[config.mk]
export PLATFORM = sky130hd
export DESIGN_NAME = taxi_eth_tx_sched
export DESIGN_NICKNAME = d
export VERILOG_FILES = /design/src/rtl/taxi_eth_tx_sched_pkg.sv /design/src/rtl/taxi_arb_rr.sv /design/src/rtl/taxi_eth_tx_sched.sv
export SDC_FILE = /design/constraint.sdc
export NUM_CORES = 1
export LEC_CHECK = 0
export BUFFER_PORTS_ARGS = -buffer_cell sky130_fd_sc_hd__buf_2
export CORE_AREA = 2 2 334 336
export DETAILED_ROUTE_END_ITERATION = 6
export DIE_AREA = 0 0 336 338
export PLACE_DENSITY = 0.3
export SYNTH_ARGS = -nofsm -noshare
export SYNTH_HDL_FRONTEND = slang
export SYNTH_SLANG_ARGS = --single-unit
[constraint.sdc]
create_clock -name clk -period 7.8 [get_ports clk]
set_input_delay 0.78 -clock clk [delete_from_list [all_inputs] [get_ports clk]]
set_output_delay 0.78 -clock clk [all_outputs]
set_load 0.005 [all_outputs]
[src/rtl/taxi_eth_tx_sched_pkg.sv]
// taxi_eth_tx_sched_pkg: shared state encoding and tag-field helper for the TX scheduler.
package taxi_eth_tx_sched_pkg;

    typedef enum logic {
        STATE_IDLE = 1'b0,
        STATE_XFER = 1'b1
    } state_t;

    // LSB of the port-index field that sits at the top of the MAC-side tag
    function automatic int port_lsb(input int tx_tag_w, input int ports);
        return tx_tag_w - $clog2(ports);
    endfunction

endpackage

[src/rtl/taxi_arb_rr.sv]
// taxi_arb_rr: combinational round-robin picker; first request at or above i_ptr, wrapping.
module taxi_arb_rr #(
    parameter int N  = 4,
    parameter int CL = $clog2(N)
) (
    input  logic [N-1:0]  i_req,
    input  logic [CL-1:0] i_ptr,
    output logic [N-1:0]  o_gnt,
    output logic [CL-1:0] o_idx,
    output logic          o_valid
);

    always_comb begin
        o_idx   = '0;
        o_valid = 1'b0;
        // scan downward so the lowest offset from the pointer wins
        for (int i = N - 1; i >= 0; i--) begin
            if (i_req[(int'(i_ptr) + i) % N]) begin
                o_idx   = CL'((int'(i_ptr) + i) % N);
                o_valid = 1'b1;
            end
        end
        o_gnt = o_valid ? (N'(1) << o_idx) : '0;
    end

endmodule

[src/rtl/taxi_eth_tx_sched.sv]
// taxi_eth_tx_sched: per-frame round-robin sharing of one MAC TX port, with completion
// routing back to the source port and a per-port limit on frames awaiting completion.
module taxi_eth_tx_sched
    import taxi_eth_tx_sched_pkg::*;
#(
    parameter int PORTS           = 4,
    parameter int DATA_W          = 32,
    parameter int USER_W          = 1,
    parameter int PTP_TS_W        = 96,
    parameter int TX_TAG_W        = 16,
    parameter int CL_PORTS        = $clog2(PORTS),
    parameter int IN_TAG_W        = TX_TAG_W - CL_PORTS,
    parameter int MAX_OUTSTANDING = 8
) (
    input  logic                                clk,
    input  logic                                rst,
    input  logic [PORTS-1:0][DATA_W-1:0]        s_axis_tx_tdata,
    input  logic [PORTS-1:0][DATA_W/8-1:0]      s_axis_tx_tkeep,
    input  logic [PORTS-1:0]                    s_axis_tx_tlast,
    input  logic [PORTS-1:0][USER_W-1:0]        s_axis_tx_tuser,
    input  logic [PORTS-1:0][IN_TAG_W-1:0]      s_axis_tx_tid,
    input  logic [PORTS-1:0]                    s_axis_tx_tvalid,
    output logic [PORTS-1:0]                    s_axis_tx_tready,
    output logic [DATA_W-1:0]                   m_axis_tx_tdata,
    output logic [DATA_W/8-1:0]                 m_axis_tx_tkeep,
    output logic                                m_axis_tx_tlast,
    output logic [USER_W-1:0]                   m_axis_tx_tuser,
    output logic [TX_TAG_W-1:0]                 m_axis_tx_tid,
    output logic                                m_axis_tx_tvalid,
    input  logic                                m_axis_tx_tready,
    input  logic [PTP_TS_W-1:0]                 s_axis_tx_cpl_tdata,
    input  logic [TX_TAG_W-1:0]                 s_axis_tx_cpl_tid,
    input  logic                                s_axis_tx_cpl_tvalid,
    output logic                                s_axis_tx_cpl_tready,
    output logic [PORTS-1:0][PTP_TS_W-1:0]      m_axis_tx_cpl_tdata,
    output logic [PORTS-1:0][IN_TAG_W-1:0]      m_axis_tx_cpl_tid,
    output logic [PORTS-1:0]                    m_axis_tx_cpl_tvalid,
    input  logic [PORTS-1:0]                    m_axis_tx_cpl_tready,
    input  logic [PORTS-1:0]                    cfg_port_enable,
    output logic [PORTS-1:0]                    status_grant,
    output logic [PORTS-1:0]                    status_outstanding_full,
    output logic                                stat_cpl_drop
);

    localparam int         PORT_LSB = port_lsb(TX_TAG_W, PORTS);
    localparam logic [7:0] MAX_O    = 8'(MAX_OUTSTANDING);

    state_t                  r_state;
    logic [CL_PORTS-1:0]     r_grant;
    logic [CL_PORTS-1:0]     r_rr_ptr;
    logic [PORTS-1:0][7:0]   r_out;
    logic [PORTS-1:0]        r_full;
    logic [PORTS-1:0]        r_status_grant;
    logic                    r_drop;

    logic [PORTS-1:0]        w_req;
    logic [PORTS-1:0]        w_arb_gnt;
    logic [CL_PORTS-1:0]     w_arb_idx;
    logic                    w_arb_valid;
    logic                    w_xfer;
    logic                    w_last;
    logic [CL_PORTS-1:0]     w_cpl_port;
    logic                    w_cpl_ok;
    logic [PORTS-1:0]        w_cpl_sel;
    logic [PORTS-1:0]        w_inc;
    logic [PORTS-1:0]        w_dec;
    logic [PORTS-1:0][7:0]   w_out_nxt;
    logic [PORTS-1:0]        w_full_nxt;

    taxi_arb_rr #(.N(PORTS), .CL(CL_PORTS)) u_arb (
        .i_req   (w_req),
        .i_ptr   (r_rr_ptr),
        .o_gnt   (w_arb_gnt),
        .o_idx   (w_arb_idx),
        .o_valid (w_arb_valid)
    );

    assign w_xfer           = r_state == STATE_XFER;
    assign m_axis_tx_tdata  = s_axis_tx_tdata[r_grant];
    assign m_axis_tx_tkeep  = s_axis_tx_tkeep[r_grant];
    assign m_axis_tx_tlast  = s_axis_tx_tlast[r_grant];
    assign m_axis_tx_tuser  = s_axis_tx_tuser[r_grant];
    assign m_axis_tx_tid    = {r_grant, s_axis_tx_tid[r_grant]};
    assign m_axis_tx_tvalid = w_xfer & s_axis_tx_tvalid[r_grant];
    assign w_last           = m_axis_tx_tvalid & m_axis_tx_tready & m_axis_tx_tlast;

    assign w_cpl_port = s_axis_tx_cpl_tid[PORT_LSB +: CL_PORTS];
    assign w_cpl_ok   = int'(w_cpl_port) < PORTS;
    // completions for nonexistent ports are swallowed so the MAC never stalls on them
    assign s_axis_tx_cpl_tready = rst & (w_cpl_ok ? |(w_cpl_sel & m_axis_tx_cpl_tready) : 1'b1);

    always_comb begin
        w_req                = '0;
        w_inc                = '0;
        w_dec                = '0;
        w_cpl_sel            = '0;
        w_out_nxt            = r_out;
        w_full_nxt           = '0;
        s_axis_tx_tready     = '0;
        m_axis_tx_cpl_tvalid = '0;
        m_axis_tx_cpl_tdata  = '0;
        m_axis_tx_cpl_tid    = '0;
        for (int p = 0; p < PORTS; p++) begin
            w_req[p]                = s_axis_tx_tvalid[p] & cfg_port_enable[p] & (r_out[p] < MAX_O);
            s_axis_tx_tready[p]     = w_xfer & (int'(r_grant) == p) & m_axis_tx_tready;
            w_inc[p]                = w_last & (int'(r_grant) == p);
            w_cpl_sel[p]            = int'(w_cpl_port) == p;
            m_axis_tx_cpl_tvalid[p] = rst & s_axis_tx_cpl_tvalid & w_cpl_sel[p];
            m_axis_tx_cpl_tdata[p]  = s_axis_tx_cpl_tdata;
            m_axis_tx_cpl_tid[p]    = s_axis_tx_cpl_tid[IN_TAG_W-1:0];
            w_dec[p]                = m_axis_tx_cpl_tvalid[p] & m_axis_tx_cpl_tready[p];
            w_out_nxt[p]            = (w_inc[p] & ~w_dec[p]) ? r_out[p] + 8'd1 :
                                      (w_dec[p] & ~w_inc[p] & |r_out[p]) ? r_out[p] - 8'd1 : r_out[p];
            w_full_nxt[p]           = w_out_nxt[p] >= MAX_O;
        end
    end

    always_ff @(posedge clk) begin
        if (!rst) begin
            r_state        <= STATE_IDLE;
            r_grant        <= '0;
            r_rr_ptr       <= '0;
            r_status_grant <= '0;
        end else if (r_state == STATE_IDLE) begin
            if (w_arb_valid) begin
                r_state        <= STATE_XFER;
                r_grant        <= w_arb_idx;
                r_status_grant <= w_arb_gnt;
            end
        end else if (w_last) begin
            r_state        <= STATE_IDLE;
            r_status_grant <= '0;
            r_rr_ptr       <= (int'(r_grant) == PORTS - 1) ? '0 : r_grant + 1'b1;
        end
    end

    always_ff @(posedge clk) begin
        if (!rst) begin
            r_out  <= '0;
            r_full <= '0;
            r_drop <= 1'b0;
        end else begin
            r_out  <= w_out_nxt;
            r_full <= w_full_nxt;
            r_drop <= s_axis_tx_cpl_tvalid & ~w_cpl_ok;
        end
    end

    assign status_grant            = r_status_grant;
    assign status_outstanding_full = r_full;
    assign stat_cpl_drop           = r_drop;

endmodule

==> results.yml <==
logic_synthesis:
  synth_edf_count: 0
  synthMuxAreaShare_pct: 16.7
  synth_xor_area_share_pct: 3.05
  ys_types: 63
  synth_nets: 1218
  synth_top_area_share_pct: 44.3
  yosys_warnings: 0
  ys.flop_type: "dfxtp_1"
  synth-compound-area-share_pct: 6.19
  ys_ff_latch: 45
  synth_seq_area_share_pct: 12.0
  syn_avg_cell_area_um2: 8.63
  syn_area_mm2: 0.00748
  synth.area.top_cells: "buf_4 44%, mux4_2 16%, dfxtp_1 12%"
  synthSimpleGateAreaFrac_pct: 12.8
  syn_inst: 866
  yosys.area.top_type: "buf_4"
  ys_async_sr_fraction_pct: 0
  synth_top_family_by_area: "buffers and inverters"
  synth_fa_ha_area_share_pct: 2.68
flow_run:
  cap_violations: 0
grt:
  antenna_found_initial: 7
  grt_util_all_layers_pct: 4.42
  grt.overflow.total: 0
  grt_pass1_wl_um: 36000
  grt_pass1_vias: 5116
  grt_max_degree: 50
timing:
  finClkSkew_ns: 0.00915
  hold_viol: 0
  setup_viol: 0
  layout_min_cycle_time_ns: 3.43
  worst_pin_slew_ns: 0.892
  rsz0062_at_grt: "no"
  max_freq_mhz: 292
  fin_setup_tns_ns: 0
  final_max_slew_viol_count: 0
  relSlewSlack_pct: 40.4
  min_period_over_period_pct: 44.0
setup_path:
  cpPeakStageDelay_ns: 0.76
  crit_type: "reg2out"
  worstSetupStartpointType: "flop"
  crit_arrival_ns: 2.65
  end_kind: "primary output"
  crit_required_ns: 7.02
  crit_slowest_cell: "dfxtp_4"
  cp_max_fo: 32
  path_cells: "buf_4 -> mux4_2 -> buf_2"
worst_hold_path:
  hp-class: "reg2reg"
clock_tree:
  cts_inserted_buffers: 5
  cts_sinks: 45
  h-tree-depth: 2
  hold_buffers: 0
  post_cts_resized: 0
  root_buffer: "clkbuf_16"
  cts_tree: "done"
  cts.clk_slew.worst_paths_ns: 0.07
  clk_latency_ns: 0.30
  cts_setup_buffers: 0
  cts_buffer_depth: 2
finish:
  drive_gt1_share_pct: 52.6
  layout_commonest_cell: "buf_2"
  n_antenna_cell: 0
  nNetsFinal: 1060
  syn_to_final_growth_pct: 1.84
  fillerInstances: 12901
  layout_common_cells: "297 x buf_2, 54 x mux4_2, 43 x dfxtp_1, 36 x nor2_1, 26 x nand2_1"
power_and_ir_drop:
  finalPower_w: 0.000753
  irDropWorstVdd_mv: 0.0689
  leakage_nw: 2.77
  p_per_area_mw_per_mm2: 98.9
floorplanning:
  die_h_um: 338
  start_util_pct: 6.79
  io_pins: 849
  dieWidth_um: 336
  fp.coreArea_mm2: 0.110
  die_area_mm2: 0.114
  rows: 122
detailed_routing:
  viasPerCell: 2.30
  vias: 5047
  drc_errors: 0
  dr.pass1.iters: 4
  drt-wirelength-per-cell_um: 12.7
  detailedRoute.firstIterationViolations: 252
  ant_nets: 0
  routed_wl_um: 28000
run_status:
  status: "completed"
placed_design:
  gp_congestion: 0.748
  hpwl_um: 24000
  portBuffers: 297
[registers in the layout, summed over array words and instances, names as in the netlist]
signal	cells
status_grant	4
r_grant	2
r_rr_ptr	2
r_out	32
status_outstanding_full	4
r_state	1
[through the flow]
stage	cell area [um^2]	setup WS (ns)	utilization, %	cells	hold slack (ns)
finish	7610	4.37	6.92	2197	0.474
global route	7610	4.12	6.92	2197	0.503
CTS	7610	4.23	6.92	2197	0.480
detailed placement	7440	4.49	6.76	2189	0.467
global placement	7440	4.49	6.76	2189	0.461
floorplan	7480	4.57	-	866	0.464
[cells by family (layout without fill, tap and decap cells)]
logic type      Yosys count  in the layout
compound gates           62             62
xor+xnor                 26             26
fa+ha+maj                16             16
buf+inv                 483            326
flops                    45             45
mux                      57             57
other cells               1              1
simple gates            176            176
[worst max-delay path, delay by kind of cell (launching register included)]
kind / cells / cell delay (ns)
buffers and inverters: 2 / 0.83
flip-flops: 1 / 0.76
multiplexers: 1 / 0.65
[report_power, final]
group / leakage, nW / switching (W) / internal, W
sequential: 0.365 / 0.0000148 / 0.000234
clock: 0.0831 / 0.000100 / 0.000160
combinational: 2.32 / 0.000113 / 0.000130
total: 2.77 / 0.000228 / 0.000525
[worst paths after layout]
check,end,cells past startpoint,from,slack (ns)
setup reg to reg,status_outstanding_full[2]$_SDFF_PN0_,7,r_grant[0]$_SDFFE_PN0P_,4.62
hold / removal,status_grant[3]$_SDFFE_PN0P_,2,status_grant[3]$_SDFFE_PN0P_,0.47
setup / recovery,m_axis_tx_tkeep[1],3,r_grant[0]$_SDFFE_PN0P_,4.37
hold reg to reg,status_grant[3]$_SDFFE_PN0P_,2,status_grant[3]$_SDFFE_PN0P_,0.47
[cells in the mapped netlist (2+ instances only)]
master and n:
nand3b_1 4, a21oi_1 14, nor4_1 4, o21ai_1 3
a31oi_1 7, nand2b_1 4, mux4_2 54, or2_1 2
nand4_1 14, a41oi_1 2, nand2_1 26, xor2_1 12
xnor2_1 14, nor3_1 9, and2_1 21, nor2_1 36
and4b_1 3, ha_1 16, a22oi_1 2, dfxtp_1 45
o31ai_1 3, buf_4 441, o41a_1 4, inv_1 19
clkbuf_1 12, a21boi_0 5, o41ai_2 2, buf_1 6
o21ai_0 5, nand3_1 22, or3_1 7, and4_1 2
a311oi_1 2, and3_1 10, mux2i_1 3, buf_2 4
[per-layer routing]
metal	wire [um]	vias to the layer above	track usage, %
li1	-	2200	-
met1	10300	2340	4.76
met2	12100	335	6.71
met3	3340	168	2.01
met4	2210	4	3.53
met5	28	-	0
[area by class of cell]
| cell class | instances | area (um^2) | share of cell area (%) |
|---|---|---|---|
| clock buffer | 6 | 139 | 1.82 |
| clock inverter | 2 | 37.5 | 0.493 |
| inverter | 19 | 71.3 | 0.937 |
| multi-input combinational | 338 | 3100 | 40.7 |
| sequential | 45 | 908 | 11.9 |
| tap | 1488 | 1860 | 24.4 |
| timing repair buffer | 299 | 1500 | 19.7 |
No activity file was read; power rests on OpenSTA's default activity.
